<file path="config.mk">
export PLATFORM = sky130hd
export DESIGN_NAME = instr_encoder_flat
export DESIGN_NICKNAME = d
export VERILOG_FILES = /design/src/rtl/instr_encoder_pkg.sv /design/src/rtl/instr_encoder_if.sv /design/src/rtl/instr_encoder_imm_pack.sv /design/src/rtl/instr_encoder.sv /design/src/flat_wrapper.sv
export SDC_FILE = /design/constraint.sdc
export NUM_CORES = 1
export LEC_CHECK = 0
export ABC_AREA = 1
export CAP_MARGIN = 20
export CORE_MARGIN = 2
export CORE_UTILIZATION = 45
export DETAILED_ROUTE_END_ITERATION = 7
export PLACE_DENSITY_LB_ADDON = 0.08
export SLEW_MARGIN = 20
export SYNTH_ARGS = -nofsm -noshare
export SYNTH_HDL_FRONTEND = slang
export SYNTH_HIERARCHICAL = 1
export SYNTH_SLANG_ARGS = --single-unit
</file>
<file path="constraint.sdc">
create_clock -name clk -period 30.8 [get_ports clk]
set_input_delay 9.24 -clock clk [delete_from_list [all_inputs] [get_ports clk]]
set_output_delay 9.24 -clock clk [all_outputs]
set_load 0.02 [all_outputs]
</file>
<file path="src/rtl/instr_encoder_pkg.sv">
// Shared definitions for the RV32I instruction encoder: ImmSrc codes,
// the FIFO entry layout and the immediate range helper.
package instr_encoder_pkg;

  typedef enum logic [1:0] {
    IMM_I = 2'b00,
    IMM_S = 2'b01,
    IMM_B = 2'b10,
    IMM_J = 2'b11
  } immSrc_t;

  typedef struct packed {
    logic [31:0] instr;
    logic [31:0] addr;
    logic        err;
  } fifoEntry_t;

  // True when imm[31:lsb] are all equal, i.e. the value fits the signed field.
  function automatic logic immFits(input logic [31:0] imm, input int unsigned lsb);
    logic [31:0] shifted;
    shifted = 32'($signed(imm) >>> lsb);
    return (shifted == 32'h0000_0000) || (shifted == 32'hFFFF_FFFF);
  endfunction

endpackage

</file>
<file path="src/rtl/instr_encoder_if.sv">
// Request/response bundle between an instruction source/consumer and the encoder.
interface instr_encoder_if;
  import instr_encoder_pkg::*;

  logic        in_valid;
  logic        in_ready;
  logic [1:0]  ImmSrc;
  logic [6:0]  Op;
  logic [2:0]  Funct3;
  logic [4:0]  Rd;
  logic [4:0]  Rs1;
  logic [4:0]  Rs2;
  logic [31:0] Imm;
  logic        out_valid;
  logic        out_ready;
  logic [31:0] out_instr;
  logic [31:0] out_addr;
  logic        out_err;
  logic [7:0]  err_count;

  modport master (
    output in_valid, ImmSrc, Op, Funct3, Rd, Rs1, Rs2, Imm, out_ready,
    input  in_ready, out_valid, out_instr, out_addr, out_err, err_count
  );

  modport slave (
    input  in_valid, ImmSrc, Op, Funct3, Rd, Rs1, Rs2, Imm, out_ready,
    output in_ready, out_valid, out_instr, out_addr, out_err, err_count
  );
endinterface

</file>
<file path="src/rtl/instr_encoder_imm_pack.sv">
// Combinational packer: scatters the immediate into the I/S/B/J bit slots
// and flags immediates that do not fit or are misaligned for the format.
module imm_pack
  import instr_encoder_pkg::*;
(
  input  logic [1:0]  ImmSrc,
  input  logic [6:0]  Op,
  input  logic [2:0]  Funct3,
  input  logic [4:0]  Rd,
  input  logic [4:0]  Rs1,
  input  logic [4:0]  Rs2,
  input  logic [31:0] Imm,
  output logic [31:0] instr,
  output logic        err
);

  // Format-specific field placement and range/alignment check.
  always_comb begin
    instr = 32'h0000_0000;
    err   = 1'b0;
    case (immSrc_t'(ImmSrc))
      IMM_I: begin
        instr = {Imm[11:0], Rs1, Funct3, Rd, Op};
        err   = !immFits(Imm, 11);
      end
      IMM_S: begin
        instr = {Imm[11:5], Rs2, Rs1, Funct3, Imm[4:0], Op};
        err   = !immFits(Imm, 11);
      end
      IMM_B: begin
        instr = {Imm[12], Imm[10:5], Rs2, Rs1, Funct3, Imm[4:1], Imm[11], Op};
        err   = !immFits(Imm, 12) || Imm[0];
      end
      IMM_J: begin
        instr = {Imm[20], Imm[10:1], Imm[11], Imm[19:12], Rd, Op};
        err   = !immFits(Imm, 20) || Imm[0];
      end
      default: begin
        instr = 32'h0000_0000;
        err   = 1'b1;
      end
    endcase
  end

endmodule

</file>
<file path="src/rtl/instr_encoder.sv">
// Instruction encoder top: encodes accepted requests into an output FIFO,
// tagging each word with its byte address and a range-error flag.
module instr_encoder
  import instr_encoder_pkg::*;
#(
  parameter int          DEPTH     = 4,
  parameter logic [31:0] BASE_ADDR = 32'h0000_0000
) (
  input logic            clk,
  input logic            reset,
  input logic            flush,
  instr_encoder_if.slave bus
);

  localparam int            PW      = $clog2(DEPTH);
  localparam logic [PW:0]   DEPTH_C = (PW+1)'(DEPTH);

  fifoEntry_t    mem_r [DEPTH];
  logic [PW-1:0] wrPtr_r;
  logic [PW-1:0] rdPtr_r;
  logic [PW:0]   count_r;
  logic [31:0]   addr_r;
  logic [7:0]    errCount_r;

  logic [31:0]   encInstr_s;
  logic          encErr_s;
  logic          push_s;
  logic          pop_s;
  logic          empty_s;

  imm_pack u_pack (
    .ImmSrc (bus.ImmSrc),
    .Op     (bus.Op),
    .Funct3 (bus.Funct3),
    .Rd     (bus.Rd),
    .Rs1    (bus.Rs1),
    .Rs2    (bus.Rs2),
    .Imm    (bus.Imm),
    .instr  (encInstr_s),
    .err    (encErr_s)
  );

  assign empty_s       = (count_r == (PW+1)'(0));
  assign bus.in_ready  = (count_r < DEPTH_C);
  assign bus.out_valid = !empty_s;
  // Flush discards any handshake that coincides with it.
  assign push_s        = bus.in_valid && bus.in_ready && !flush;
  assign pop_s         = bus.out_valid && bus.out_ready && !flush;

  assign bus.out_instr = empty_s ? 32'h0000_0000 : mem_r[rdPtr_r].instr;
  assign bus.out_addr  = empty_s ? 32'h0000_0000 : mem_r[rdPtr_r].addr;
  assign bus.out_err   = empty_s ? 1'b0          : mem_r[rdPtr_r].err;
  assign bus.err_count = errCount_r;

  // FIFO storage, pointers, occupancy, address counter and error counter.
  always_ff @(posedge clk or posedge reset) begin
    if (reset) begin
      for (int i = 0; i < DEPTH; i++) begin
        mem_r[i] <= '0;
      end
      wrPtr_r    <= '0;
      rdPtr_r    <= '0;
      count_r    <= '0;
      addr_r     <= BASE_ADDR;
      errCount_r <= 8'h00;
    end else if (flush) begin
      wrPtr_r <= '0;
      rdPtr_r <= '0;
      count_r <= '0;
      addr_r  <= BASE_ADDR;
    end else begin
      if (push_s) begin
        mem_r[wrPtr_r] <= '{instr: encInstr_s, addr: addr_r, err: encErr_s};
        wrPtr_r        <= wrPtr_r + PW'(1);
        addr_r         <= addr_r + 32'd4;
        if (encErr_s && (errCount_r != 8'hFF)) begin
          errCount_r <= errCount_r + 8'd1;
        end
      end
      if (pop_s) begin
        rdPtr_r <= rdPtr_r + PW'(1);
      end
      case ({push_s, pop_s})
        2'b10:   count_r <= count_r + (PW+1)'(1);
        2'b01:   count_r <= count_r - (PW+1)'(1);
        default: count_r <= count_r;
      endcase
    end
  end

endmodule

</file>
<file path="src/flat_wrapper.sv">
// flat-port wrapper written by rule: the top's interface ports become plain ports
module instr_encoder_flat import instr_encoder_pkg::*;
#(
  parameter int          DEPTH     = 4,
  parameter logic [31:0] BASE_ADDR = 32'h0000_0000
)
  (clk, reset, flush, bus_in_valid, bus_ImmSrc, bus_Op, bus_Funct3, bus_Rd, bus_Rs1, bus_Rs2, bus_Imm, bus_out_ready, bus_in_ready, bus_out_valid, bus_out_instr, bus_out_addr, bus_out_err, bus_err_count);
  instr_encoder_if bus_i ();
  input logic clk;
  input logic reset;
  input logic flush;
  input wire logic [$bits(bus_i.in_valid)-1:0] bus_in_valid;
  input wire logic [$bits(bus_i.ImmSrc)-1:0] bus_ImmSrc;
  input wire logic [$bits(bus_i.Op)-1:0] bus_Op;
  input wire logic [$bits(bus_i.Funct3)-1:0] bus_Funct3;
  input wire logic [$bits(bus_i.Rd)-1:0] bus_Rd;
  input wire logic [$bits(bus_i.Rs1)-1:0] bus_Rs1;
  input wire logic [$bits(bus_i.Rs2)-1:0] bus_Rs2;
  input wire logic [$bits(bus_i.Imm)-1:0] bus_Imm;
  input wire logic [$bits(bus_i.out_ready)-1:0] bus_out_ready;
  output wire logic [$bits(bus_i.in_ready)-1:0] bus_in_ready;
  output wire logic [$bits(bus_i.out_valid)-1:0] bus_out_valid;
  output wire logic [$bits(bus_i.out_instr)-1:0] bus_out_instr;
  output wire logic [$bits(bus_i.out_addr)-1:0] bus_out_addr;
  output wire logic [$bits(bus_i.out_err)-1:0] bus_out_err;
  output wire logic [$bits(bus_i.err_count)-1:0] bus_err_count;
  assign bus_i.in_valid = bus_in_valid;
  assign bus_i.ImmSrc = bus_ImmSrc;
  assign bus_i.Op = bus_Op;
  assign bus_i.Funct3 = bus_Funct3;
  assign bus_i.Rd = bus_Rd;
  assign bus_i.Rs1 = bus_Rs1;
  assign bus_i.Rs2 = bus_Rs2;
  assign bus_i.Imm = bus_Imm;
  assign bus_i.out_ready = bus_out_ready;
  assign bus_in_ready = bus_i.in_ready;
  assign bus_out_valid = bus_i.out_valid;
  assign bus_out_instr = bus_i.out_instr;
  assign bus_out_addr = bus_i.out_addr;
  assign bus_out_err = bus_i.out_err;
  assign bus_err_count = bus_i.err_count;
  instr_encoder #(.DEPTH(DEPTH), .BASE_ADDR(BASE_ADDR)) u_core (.clk(clk), .reset(reset), .flush(flush), .bus(bus_i));
endmodule
</file>
==> out/results.tsv <==
stage	metric	value	unit
yosys	syn_inst	1863	
global_routing	grt_overflow	0	
layout	finalNetCount	1999	
yosys	synth-seq-cells	297	
worst_setup_path	r2r_start	u_core/rdPtr_r[0]	
power	combPwrFrac	34.8	%
yosys	synth_flop_cell	dfrtp_1	
global_routing	grtUsageTotal	23.5	%
die	die_area	0.0334	mm2
detailed_routing	vias	12300	
cts	holdBufCountCts	0	
cts	clkLatencyLatePin	0.51	ns
cts	cts_root_buf	clkbuf_16	
placed_design	numPortBuffers	136	
power	p_switching	527	uW
placed_design	place_hpwl	23.4	mm
layout	final_core_util	53.6	%
detailed_routing	vias_per_cell	5.21	
sta	finalSetupViolCount	0	
worst_setup_path	critPathLaunchType	flop	
min_path	hold_class	flop to flop	
worst_setup_path	cp-end-kind	primary output	
sta	min_period	13.15	ns
yosys	yosysSeqAreaShare	51.7	%
sta	skew	0.0161	ns
sta	worst_pin_slew	1.03	ns
sta	fin_ws	17.65	ns
global_routing	grt_pass1_vias	12000	
sta	drv_slew	0	
detailed_routing	drt_first_pass_iters	5	
die	io_pins	139	
die	floorplan.initialDensity	45.7	%
worst_setup_path	r2r-end	u_core/rdPtr_r[0]	
die	chipHeight	183	um
placed_design	postPlaceCellArea	0.0157	mm2
yosys	synthDistinctLibCells	39	
detailed_routing	wl	37.8	mm
placed_design	gp_congestion	0.875	
detailed_routing	drc	0	
layout	final_cell_mix	nand2_1 (428), o21ai_0 (391), nor2_1 (344)	
layout	fillers	3042	
detailed_routing	drt_iter0_markers	841	
power	peakVddDrop	0.0552	mV
worst_setup_path	r2r_setup_slack	28.17	ns
die	die_x	183	um
yosys	yosysWarnings	6	
cts	htreeDepth	2	
detailed_routing	wl_per_cell	16.1	um
worst_setup_path	critical_path_required	21.56	ns
yosys	avgSynthCellArea	7.72	um2
cts	cts_tree	built	
cts	cts-buffers-inserted	35	
layout	drive_above_1_share	4.31	%
worst_setup_path	timing.critical_path.from	u_core/rdPtr_r[1]	
power	p_int	908	uW
sta	period_share	42.7	%
placed_design	place_ws	18.06	ns
yosys	ys_async_sr_fraction	100	%
sta	finalHoldViolCount	0	
worst_setup_path	worstPathArrival	3.91	ns
yosys	synth-edff-count	0	
sta	fmax	76.1	MHz
global_routing	grt_pass1_wl	63.5	mm
detailed_routing	ant_nets	0	
layout	fin_area	0.0169	mm2
cts	clock-sinks	297	
power	leakagePower	7.53	nW
worst_setup_path	critPathKind	flop to primary output	
die	fp-row-count	65	
layout	final_common_cell	nand2_1	
worst_setup_path	path_max_fanout	64	
layout	areaGrowthSynthToFinish	17.2	%
cts	cts_resized	0	
cts	path_clk_slew	0.06	ns
power	p_clk_share	27.8	%
power	power_frac_seq	37.4	%
global_routing	antenna_found_initial	0	
run	cap_violations	0	
sta	relSlewSlack	31.5	%
power	pwr_density_cell	85.1	mW/mm2
outcome	status	finished clean	
cts	postCtsSetupRepairBufs	0	
global_routing	grt_max_degree	141	
die	core-area	0.0315	mm2
cts	cts_buffer_depth	3	
worst_setup_path	r2r_cells	3	
sta	rsz0062_at_grt	false	
sta	setup_tns	0	ns
power	swShare	36.7	%
layout	antenna_cells	0	
worst_setup_path	worst_setup_path_endpoint	bus_out_instr[8]	
yosys	syn-cell-area	0.0144	mm2
[how the worst min path moves through the flow]
stage,startpoint,end,cells past startpoint
final,u_core/mem_r[61],u_core/mem_r[61],2
after CTS,u_core/mem_r[192],u_core/mem_r[192],2
after detailed placement,u_core/mem_r[0],u_core/mem_r[0],2
after floorplan,u_core/mem_r[0],u_core/mem_r[0],2
after global routing,u_core/mem_r[145],u_core/mem_r[145],2
after global placement,u_core/mem_r[145],u_core/mem_r[145],2
[power by group through the flow]
stage	clock [mW]	combinational [mW]	sequential, mW
2_1_floorplan	0	0.319	0.529
3_3_place_gp	0	0.499	0.540
3_5_place_dp	0	0.502	0.543
4_1_cts	0.408	0.506	0.537
5_1_grt	0.425	0.560	0.550
6_report	0.399	0.500	0.537
[cell families (layout without fill, tap and decap cells)]
| group | Yosys count | after routing | synth area share (%) |
|---|---|---|---|
| AOI/OAI and AO/OA | 488 | 488 | 17.1 |
| adders and majority gates | 7 | 7 | 0.661 |
| DFF | 297 | 297 | 51.7 |
| buffers and inverters | 227 | 314 | 7.15 |
| and+or+nand+nor | 834 | 834 | 22.8 |
| xor gates and xnor gates | 9 | 9 | 0.548 |
| other | 1 | 2 | 0.0261 |
[metal layers]
layer  track usage (%)  vias to the layer above  share of wire [%]
li1                  -                     6117                  -
met2              38.9                      261                 47
met3              2.96                       54                3.9
met4              6.45                        0                2.3
met1              32.7                     5820                 47
met5                 0                        -                  0
[stage by stage]
stage                     cells  hold slack, ns  power [mW]
after floorplan            1864           0.448       0.847
after global placement     2293           0.460        1.04
after detailed placement   2293           0.468        1.05
after CTS                  2353           0.482        1.45
after global routing       2353           0.499        1.53
final                      2353           0.475        1.44
[layout make-up]
type	count	area [um2]	share of cell area, %
Clock buffer	51	1020	6.04
Clock inverter	9	91.3	0.542
Inverter	107	415	2.46
Multi-Input combinational cell	1340	5940	35.2
Sequential cell	297	7440	44.1
Tap cell	402	503	2.98
Timing Repair Buffer	147	1450	8.61
[registers in the layout, indices dropped and copies added (netlist names)]
name / flops
u_core/mem_r: 252
u_core/addr_r: 30
u_core/bus.err_count: 8
u_core/count_r: 3
u_core/rdPtr_r: 2
u_core/wrPtr_r: 2
[cells in the mapped netlist, types with 2 or more instances]
cell type	n	area share [%]
nand2_1	428	11
dfrtp_1	297	52
buf_1	9	0.23
nor3_1	5	0.17
nand2_4	2	0.16
nor2_2	4	0.17
ha_1	6	0.52
buf_6	11	0.86
clkbuf_1	65	1.7
nand3_1	26	0.91
buf_4	19	0.99
nand2_2	4	0.17
inv_1	101	2.6
nand4_1	14	0.61
a31oi_1	2	0.087
buf_2	16	0.56
a21oi_1	77	2.7
nor2_1	344	9.0
o21ai_0	391	14
clkinv_1	2	0.052
xor2_1	8	0.49
o21ai_1	13	0.45
inv_2	3	0.078
[worst max-delay path, stage by stage, from the launching register on]
cell and delay, ns:
dfrtp_2 0.33, buf_4 0.68, clkinv_2 0.71, buf_4 0.49, nor2_1 0.14, o21ai_0 0.09
a21oi_1 0.27, clkdlybuf4s50_1 0.65
(Power assumes the default switching activity.)
